--- src/rtl/cpu_sequencer_pkg.sv ---
// rtl/cpu_sequencer_pkg.sv - shared state, opcode, ALU and PC-source encodings for the CPU sequencer
package cpu_sequencer_pkg;

  localparam logic [2:0] S_IDLE   = 3'd0;
  localparam logic [2:0] S_FETCH  = 3'd1;
  localparam logic [2:0] S_DECODE = 3'd2;
  localparam logic [2:0] S_EXEC   = 3'd3;
  localparam logic [2:0] S_MEM    = 3'd4;
  localparam logic [2:0] S_WB     = 3'd5;
  localparam logic [2:0] S_FAULT  = 3'd6;

  localparam logic [1:0] PC_INC    = 2'b00;
  localparam logic [1:0] PC_BRANCH = 2'b01;
  localparam logic [1:0] PC_JUMP   = 2'b10;

  localparam logic [3:0] ALU_ADD = 4'd0;
  localparam logic [3:0] ALU_SUB = 4'd1;
  localparam logic [3:0] ALU_AND = 4'd2;
  localparam logic [3:0] ALU_OR  = 4'd3;
  localparam logic [3:0] ALU_XOR = 4'd4;
  localparam logic [3:0] ALU_SLT = 4'd5;

  localparam logic [3:0] OP_ADD  = 4'd0;
  localparam logic [3:0] OP_SUB  = 4'd1;
  localparam logic [3:0] OP_AND  = 4'd2;
  localparam logic [3:0] OP_OR   = 4'd3;
  localparam logic [3:0] OP_XOR  = 4'd4;
  localparam logic [3:0] OP_SLT  = 4'd5;
  localparam logic [3:0] OP_ADDI = 4'd6;
  localparam logic [3:0] OP_ANDI = 4'd7;
  localparam logic [3:0] OP_ORI  = 4'd8;
  localparam logic [3:0] OP_XORI = 4'd9;
  localparam logic [3:0] OP_LW   = 4'd10;
  localparam logic [3:0] OP_SW   = 4'd11;
  localparam logic [3:0] OP_BEQ  = 4'd12;
  localparam logic [3:0] OP_BNE  = 4'd13;
  localparam logic [3:0] OP_J    = 4'd14;
  localparam logic [3:0] OP_JAL  = 4'd15;

  typedef struct packed {
    logic       mem_req;
    logic       mem_we;
    logic       addr_sel;
    logic       ir_load;
    logic       pc_write;
    logic [1:0] pc_src;
    logic       reg_write;
    logic       alu_src;
    logic [3:0] alu_op;
    logic       mem_to_reg;
    logic       link;
  } ctrl_t;

  // Register and immediate forms of the same operation share one ALU code.
  function automatic logic [3:0] alu_for(input logic [3:0] op);
    case (op)
      OP_SUB:           return ALU_SUB;
      OP_AND, OP_ANDI:  return ALU_AND;
      OP_OR,  OP_ORI:   return ALU_OR;
      OP_XOR, OP_XORI:  return ALU_XOR;
      OP_SLT:           return ALU_SLT;
      default:          return ALU_ADD;
    endcase
  endfunction

endpackage

--- src/rtl/cpu_sequencer_mem_wdog.sv ---
// rtl/cpu_sequencer_mem_wdog.sv - memory stall watchdog, pulses timeout on the TIMEOUT-th unacked request cycle
module cpu_sequencer_mem_wdog #(
  parameter int TIMEOUT = 15
) (
  input  logic clk,
  input  logic rst_n,
  input  logic req,
  input  logic ack,
  output logic timeout
);

  localparam logic [7:0] LIMIT = 8'(TIMEOUT - 1);

  logic [7:0] count;

  always_ff @(posedge clk or negedge rst_n) begin
    if (!rst_n) begin
      count <= 8'd0;
    end else if (req && !ack) begin
      count <= (count == 8'hFF) ? count : count + 8'd1;
    end else begin
      count <= 8'd0;
    end
  end

  // count holds prior stall cycles, so this fires on the stall cycle that reaches TIMEOUT; ack wins.
  assign timeout = req && !ack && (count >= LIMIT);

endmodule

--- src/rtl/cpu_sequencer.sv ---
// rtl/cpu_sequencer.sv - multi-cycle FETCH/DECODE/EXEC/MEM/WB control sequencer with memory watchdog
module cpu_sequencer
  import cpu_sequencer_pkg::*;
#(
  parameter int TIMEOUT = 15
) (
  input  logic        clk,
  input  logic        rst_n,
  input  logic        run,
  input  logic [3:0]  opcode,
  input  logic        alu_zero,
  input  logic        mem_ack,
  output logic        mem_req,
  output logic        mem_we,
  output logic        addr_sel,
  output logic        ir_load,
  output logic        pc_write,
  output logic [1:0]  pc_src,
  output logic        reg_write,
  output logic        alu_src,
  output logic [3:0]  alu_op,
  output logic        mem_to_reg,
  output logic        link,
  output logic [2:0]  state,
  output logic        fault,
  output logic [15:0] instret
);

  logic [2:0]  state_q, state_d;
  logic [15:0] instret_q;
  logic        retire;
  logic        timeout;
  ctrl_t       ctl;

  cpu_sequencer_mem_wdog #(.TIMEOUT(TIMEOUT)) u_mem_wdog (
    .clk     (clk),
    .rst_n   (rst_n),
    .req     (ctl.mem_req),
    .ack     (mem_ack),
    .timeout (timeout)
  );

  always_comb begin
    ctl        = '0;
    ctl.alu_op = ALU_ADD;
    state_d    = state_q;
    retire     = 1'b0;
    case (state_q)
      S_IDLE: if (run) state_d = S_FETCH;
      S_FETCH: begin
        ctl.mem_req = 1'b1;
        if (mem_ack) begin
          ctl.ir_load  = 1'b1;
          ctl.pc_write = 1'b1;
          state_d      = S_DECODE;
        end
      end
      S_DECODE: state_d = S_EXEC;
      S_EXEC: begin
        case (opcode)
          OP_ADD, OP_SUB, OP_AND, OP_OR, OP_XOR, OP_SLT: begin
            ctl.alu_op = alu_for(opcode);
            state_d    = S_WB;
          end
          OP_ADDI, OP_ANDI, OP_ORI, OP_XORI: begin
            ctl.alu_src = 1'b1;
            ctl.alu_op  = alu_for(opcode);
            state_d     = S_WB;
          end
          OP_LW, OP_SW: begin
            ctl.alu_src = 1'b1;
            state_d     = S_MEM;
          end
          OP_BEQ, OP_BNE: begin
            ctl.alu_op = ALU_SUB;
            // BEQ takes on zero, BNE on non-zero.
            if ((opcode == OP_BEQ) == alu_zero) begin
              ctl.pc_write = 1'b1;
              ctl.pc_src   = PC_BRANCH;
            end
            retire = 1'b1;
          end
          OP_J: begin
            ctl.pc_write = 1'b1;
            ctl.pc_src   = PC_JUMP;
            retire       = 1'b1;
          end
          default: begin
            ctl.pc_write  = 1'b1;
            ctl.pc_src    = PC_JUMP;
            ctl.reg_write = 1'b1;
            ctl.link      = 1'b1;
            retire        = 1'b1;
          end
        endcase
      end
      S_MEM: begin
        ctl.mem_req  = 1'b1;
        ctl.addr_sel = 1'b1;
        ctl.mem_we   = (opcode == OP_SW);
        if (mem_ack) begin
          if (opcode == OP_SW) retire = 1'b1;
          else                 state_d = S_WB;
        end
      end
      S_WB: begin
        ctl.reg_write  = 1'b1;
        ctl.mem_to_reg = (opcode == OP_LW);
        retire         = 1'b1;
      end
      S_FAULT: state_d = S_FAULT;
      default: state_d = S_IDLE;
    endcase
    if (retire) state_d = run ? S_FETCH : S_IDLE;
    if (timeout) state_d = S_FAULT;
  end

  always_ff @(posedge clk or negedge rst_n) begin
    if (!rst_n) begin
      state_q   <= S_IDLE;
      instret_q <= 16'd0;
    end else begin
      state_q <= state_d;
      if (retire) instret_q <= instret_q + 16'd1;
    end
  end

  assign mem_req    = ctl.mem_req;
  assign mem_we     = ctl.mem_we;
  assign addr_sel   = ctl.addr_sel;
  assign ir_load    = ctl.ir_load;
  assign pc_write   = ctl.pc_write;
  assign pc_src     = ctl.pc_src;
  assign reg_write  = ctl.reg_write;
  assign alu_src    = ctl.alu_src;
  assign alu_op     = ctl.alu_op;
  assign mem_to_reg = ctl.mem_to_reg;
  assign link       = ctl.link;
  assign state      = state_q;
  assign fault      = (state_q == S_FAULT);
  assign instret    = instret_q;

endmodule

--- config.mk ---
export PLATFORM = sky130hd
export DESIGN_NAME = cpu_sequencer
export DESIGN_NICKNAME = d
export VERILOG_FILES = /design/src/rtl/cpu_sequencer_pkg.sv /design/src/rtl/cpu_sequencer_mem_wdog.sv /design/src/rtl/cpu_sequencer.sv
export SDC_FILE = /design/constraint.sdc
export NUM_CORES = 1
export LEC_CHECK = 0
export ABC_AREA = 1
export CAP_MARGIN = 20
export CORE_UTILIZATION = 45
export DETAILED_ROUTE_END_ITERATION = 8
export PLACE_DENSITY = 0.79
export SYNTH_ARGS = -nofsm -noshare
export SYNTH_HDL_FRONTEND = slang
export SYNTH_HIERARCHICAL = 1
export SYNTH_SLANG_ARGS = --single-unit
export TNS_END_PERCENT = 5
--- constraint.sdc ---
create_clock -name clk -period 1.7 [get_ports clk]
set_clock_uncertainty 0.1 [all_clocks]
set_input_delay 0.255 -clock clk [delete_from_list [all_inputs] [get_ports clk]]
set_output_delay 0.255 -clock clk [all_outputs]
set_load 0.05 [all_outputs]
==> impl_metrics.py <==
metrics = {
    "finish": {
        "drive_above_1_share_pct": 34.0,
        "n_antenna_cell": 0,
        "fillers": 285,
        "area.growth.synth_to_final_pct": 54.7,
        "nNetsFinal": 345,
        "final_util_pct": 75.5,
        "final_common_cell": "nand2_1",
        "layout_common_cells": "68 x nand2_1, 46 x buf_4, 31 x inv_1",
    },
    "global_route": {
        "grt_use_total_pct": 23.8,
        "grt_overflow": 0,
        "antenna_found_initial": 0,
        "grt_first_pass_wirelength_mm": 8.05,
        "grt_max_degree": 28,
        "grt_pass1_vias": 1818,
    },
    "synthesis": {
        "syn_inst": 256,
        "ys_seq_elements": 27,
        "synth_top_cell_by_area": "dfrtp_1",
        "synth.cell_area_sq_um": 1850,
        "post_synth.cell_area_avg_sq_um": 7.24,
        "async_reset_ff_share_pct": 100,
        "yosys_warnings": 6,
        "yosys-top-cells-area": "dfrtp_1 36%, nand2_1 14%, inv_1 7.1%",
        "synth_top_area_share_pct": 36.5,
        "synth-edff-count": 0,
        "synth_ff_type": "dfrtp_1",
        "yosysUniqueCellTypes": 35,
        "ys_seq_area_share_pct": 36.5,
        "synth_fp_nets": 268,
    },
    "worst_setup_path": {
        "worstPathRequired_ns": 1.34,
        "worstRegToRegCells": 9,
        "rrSetupSlack_ns": -0.02,
        "crit_path_start": "state[1]",
        "crit_type": "reg2out",
        "end_kind": "primary output",
        "r2r-start": "state[0]",
        "critPathMaxFanout": 5,
        "arrival_ns": 1.57,
        "startpoint_type": "flip-flop",
        "reg2reg_to": "instret[11]",
    },
    "min_path": {
        "hold_path_class": "in2async",
    },
    "sta": {
        "setup_slack_ns": -0.228,
        "fmax_ghz": 0.519,
        "slew_violations": 0,
        "hold_viol": 0,
        "setup_tns_ns": -1.84,
        "rsz0062_at_grt": "yes",
        "setup_viol": 15,
        "timing.final.crit_share_pct": 113,
        "period_minus_slack_ns": 1.93,
    },
    "cts": {
        "cts_made_buffers": 3,
        "cts_hold_buf": 0,
        "cts_root_buffer": "clkbuf_8",
        "path_clk_slew_ns": 0.09,
        "clock_sinks": 27,
        "tritoncts": "done",
        "h-tree-depth": 1,
        "clkLatencyLatePin_ns": 0.27,
        "clockBufferDepth": 2,
    },
    "drt": {
        "drc": 0,
        "first_pass_iters": 4,
        "vias": 1943,
        "ant_nets": 0,
        "routed_via_density": 5.11,
        "drtIter0Drc": 123,
        "drt-total-wl_mm": 4.86,
        "wl_per_cell_um": 12.8,
    },
    "place": {
        "io_buffers": 42,
        "place.gp.congestion": 0.879,
        "place_hpwl_mm": 3.86,
    },
    "power": {
        "leakage_uw": 0.00137,
        "power.density_nw_per_um2": 1330,
        "power_uw": 3820,
        "ir_worst_vdd_v": 0.00119,
    },
    "die": {
        "die_h_um": 66.2,
        "die_w_um": 66.2,
        "rows": 22,
        "dieArea_sq_um": 4380,
        "core_area_sq_um": 3800,
        "start_util_pct": 48.8,
        "num_io_pins": 44,
    },
    "run": {
        "drv_cap": 0,
    },
    "run_status": {
        "status": "finished with violations",
        "violations": "setup timing",
    },
}
[what timing repair did]
item                       in CTS  in global routing
pin swaps                       7                  1
buffers inserted                4                  0
setup endpoints to repair      17                 35
resized for setup              18                  3
[worst max-delay path: stages, from the launching register on]
cell	delay (ns)
dfrtp_2	0.47
nand3_4	0.13
nor2_4	0.05
and2_4	0.16
or3_4	0.33
buf_8	0.16
[kinds of logic (layout without fill, tap and decap cells)]
logic type / after synthesis / after routing / share of synthesized area, %
AOI/OAI and AO/OA: 25 / 25 / 7.56
xor gates and xnor gates: 10 / 10 / 5.13
adders and majority gates: 3 / 3 / 2.03
buffers and inverters: 41 / 117 / 9.18
DFF: 27 / 27 / 36.5
other: 1 / 1 / 0.202
and+or+nand+nor: 149 / 149 / 39.4
[area by class of cell]
class / instances / area (sq um) / share of cell area (%)
inverter: 38 / 148 / 5.15
tap: 48 / 60.1 / 2.10
sequential: 27 / 679 / 23.7
clock inverter: 1 / 5.00 / 0.175
clock buffer: 3 / 41.3 / 1.44
multi-input combinational: 188 / 1110 / 38.8
timing repair buffer: 75 / 820 / 28.6
[stage by stage]
stage / std cells / cell area [sq um] / setup slack (ns) / hold WS, ns
floorplan: 256 / 1930 / -0.420 / -0.141
global route: 380 / 2870 / -0.273 / 0.284
finish: 380 / 2870 / -0.228 / 0.251
detailed placement: 372 / 2740 / -0.352 / 0.416
global placement: 372 / 2740 / -0.290 / 0.400
CTS: 380 / 2860 / -0.230 / 0.264
[worst max path at each step]
stage           endpoint  cells after the start  slack, ns
2_1_floorplan  reg_write                      7      -0.42
3_3_place_gp    pc_write                      6      -0.29
3_5_place_dp    pc_write                      6      -0.35
4_1_cts        alu_op[0]                      6      -0.23
5_1_grt        reg_write                      8      -0.27
6_report        pc_write                      5      -0.23
[power breakdown]
group | leakage (uW) | switching [uW] | internal, uW
registers | 0.000350 | 155 | 775
clock network | 0.0000255 | 199 | 164
logic | 0.000998 | 1460 | 1070
total | 0.00137 | 1820 | 2010
[synthesized netlist by cell type, types with 2 or more instances]
cell type,count
nand3_2,4
a21oi_1,6
nand4_1,5
dfrtp_1,27
a211oi_1,2
nor2_1,27
or2_2,2
nand3_4,2
xnor2_1,4
nand3_1,21
xor2_1,5
inv_1,35
nor3_1,10
ha_1,3
buf_4,2
o21ai_0,9
o21ai_1,4
nand2_1,69
nor2_4,3
[registers in the layout, summed over array words and instances (netlist names)]
register          count
instret              16
u_mem_wdog/count      8
state                 3
[per-layer routing]
metal	vias up	global-route usage, %	wire length [um]
met3	2	4.14	186
met1	930	30.4	2180
met2	40	43.5	2480
met5	-	0	0
met4	0	1.60	18
li1	971	-	-
Note: power is estimated with default switching activity, not from simulation.
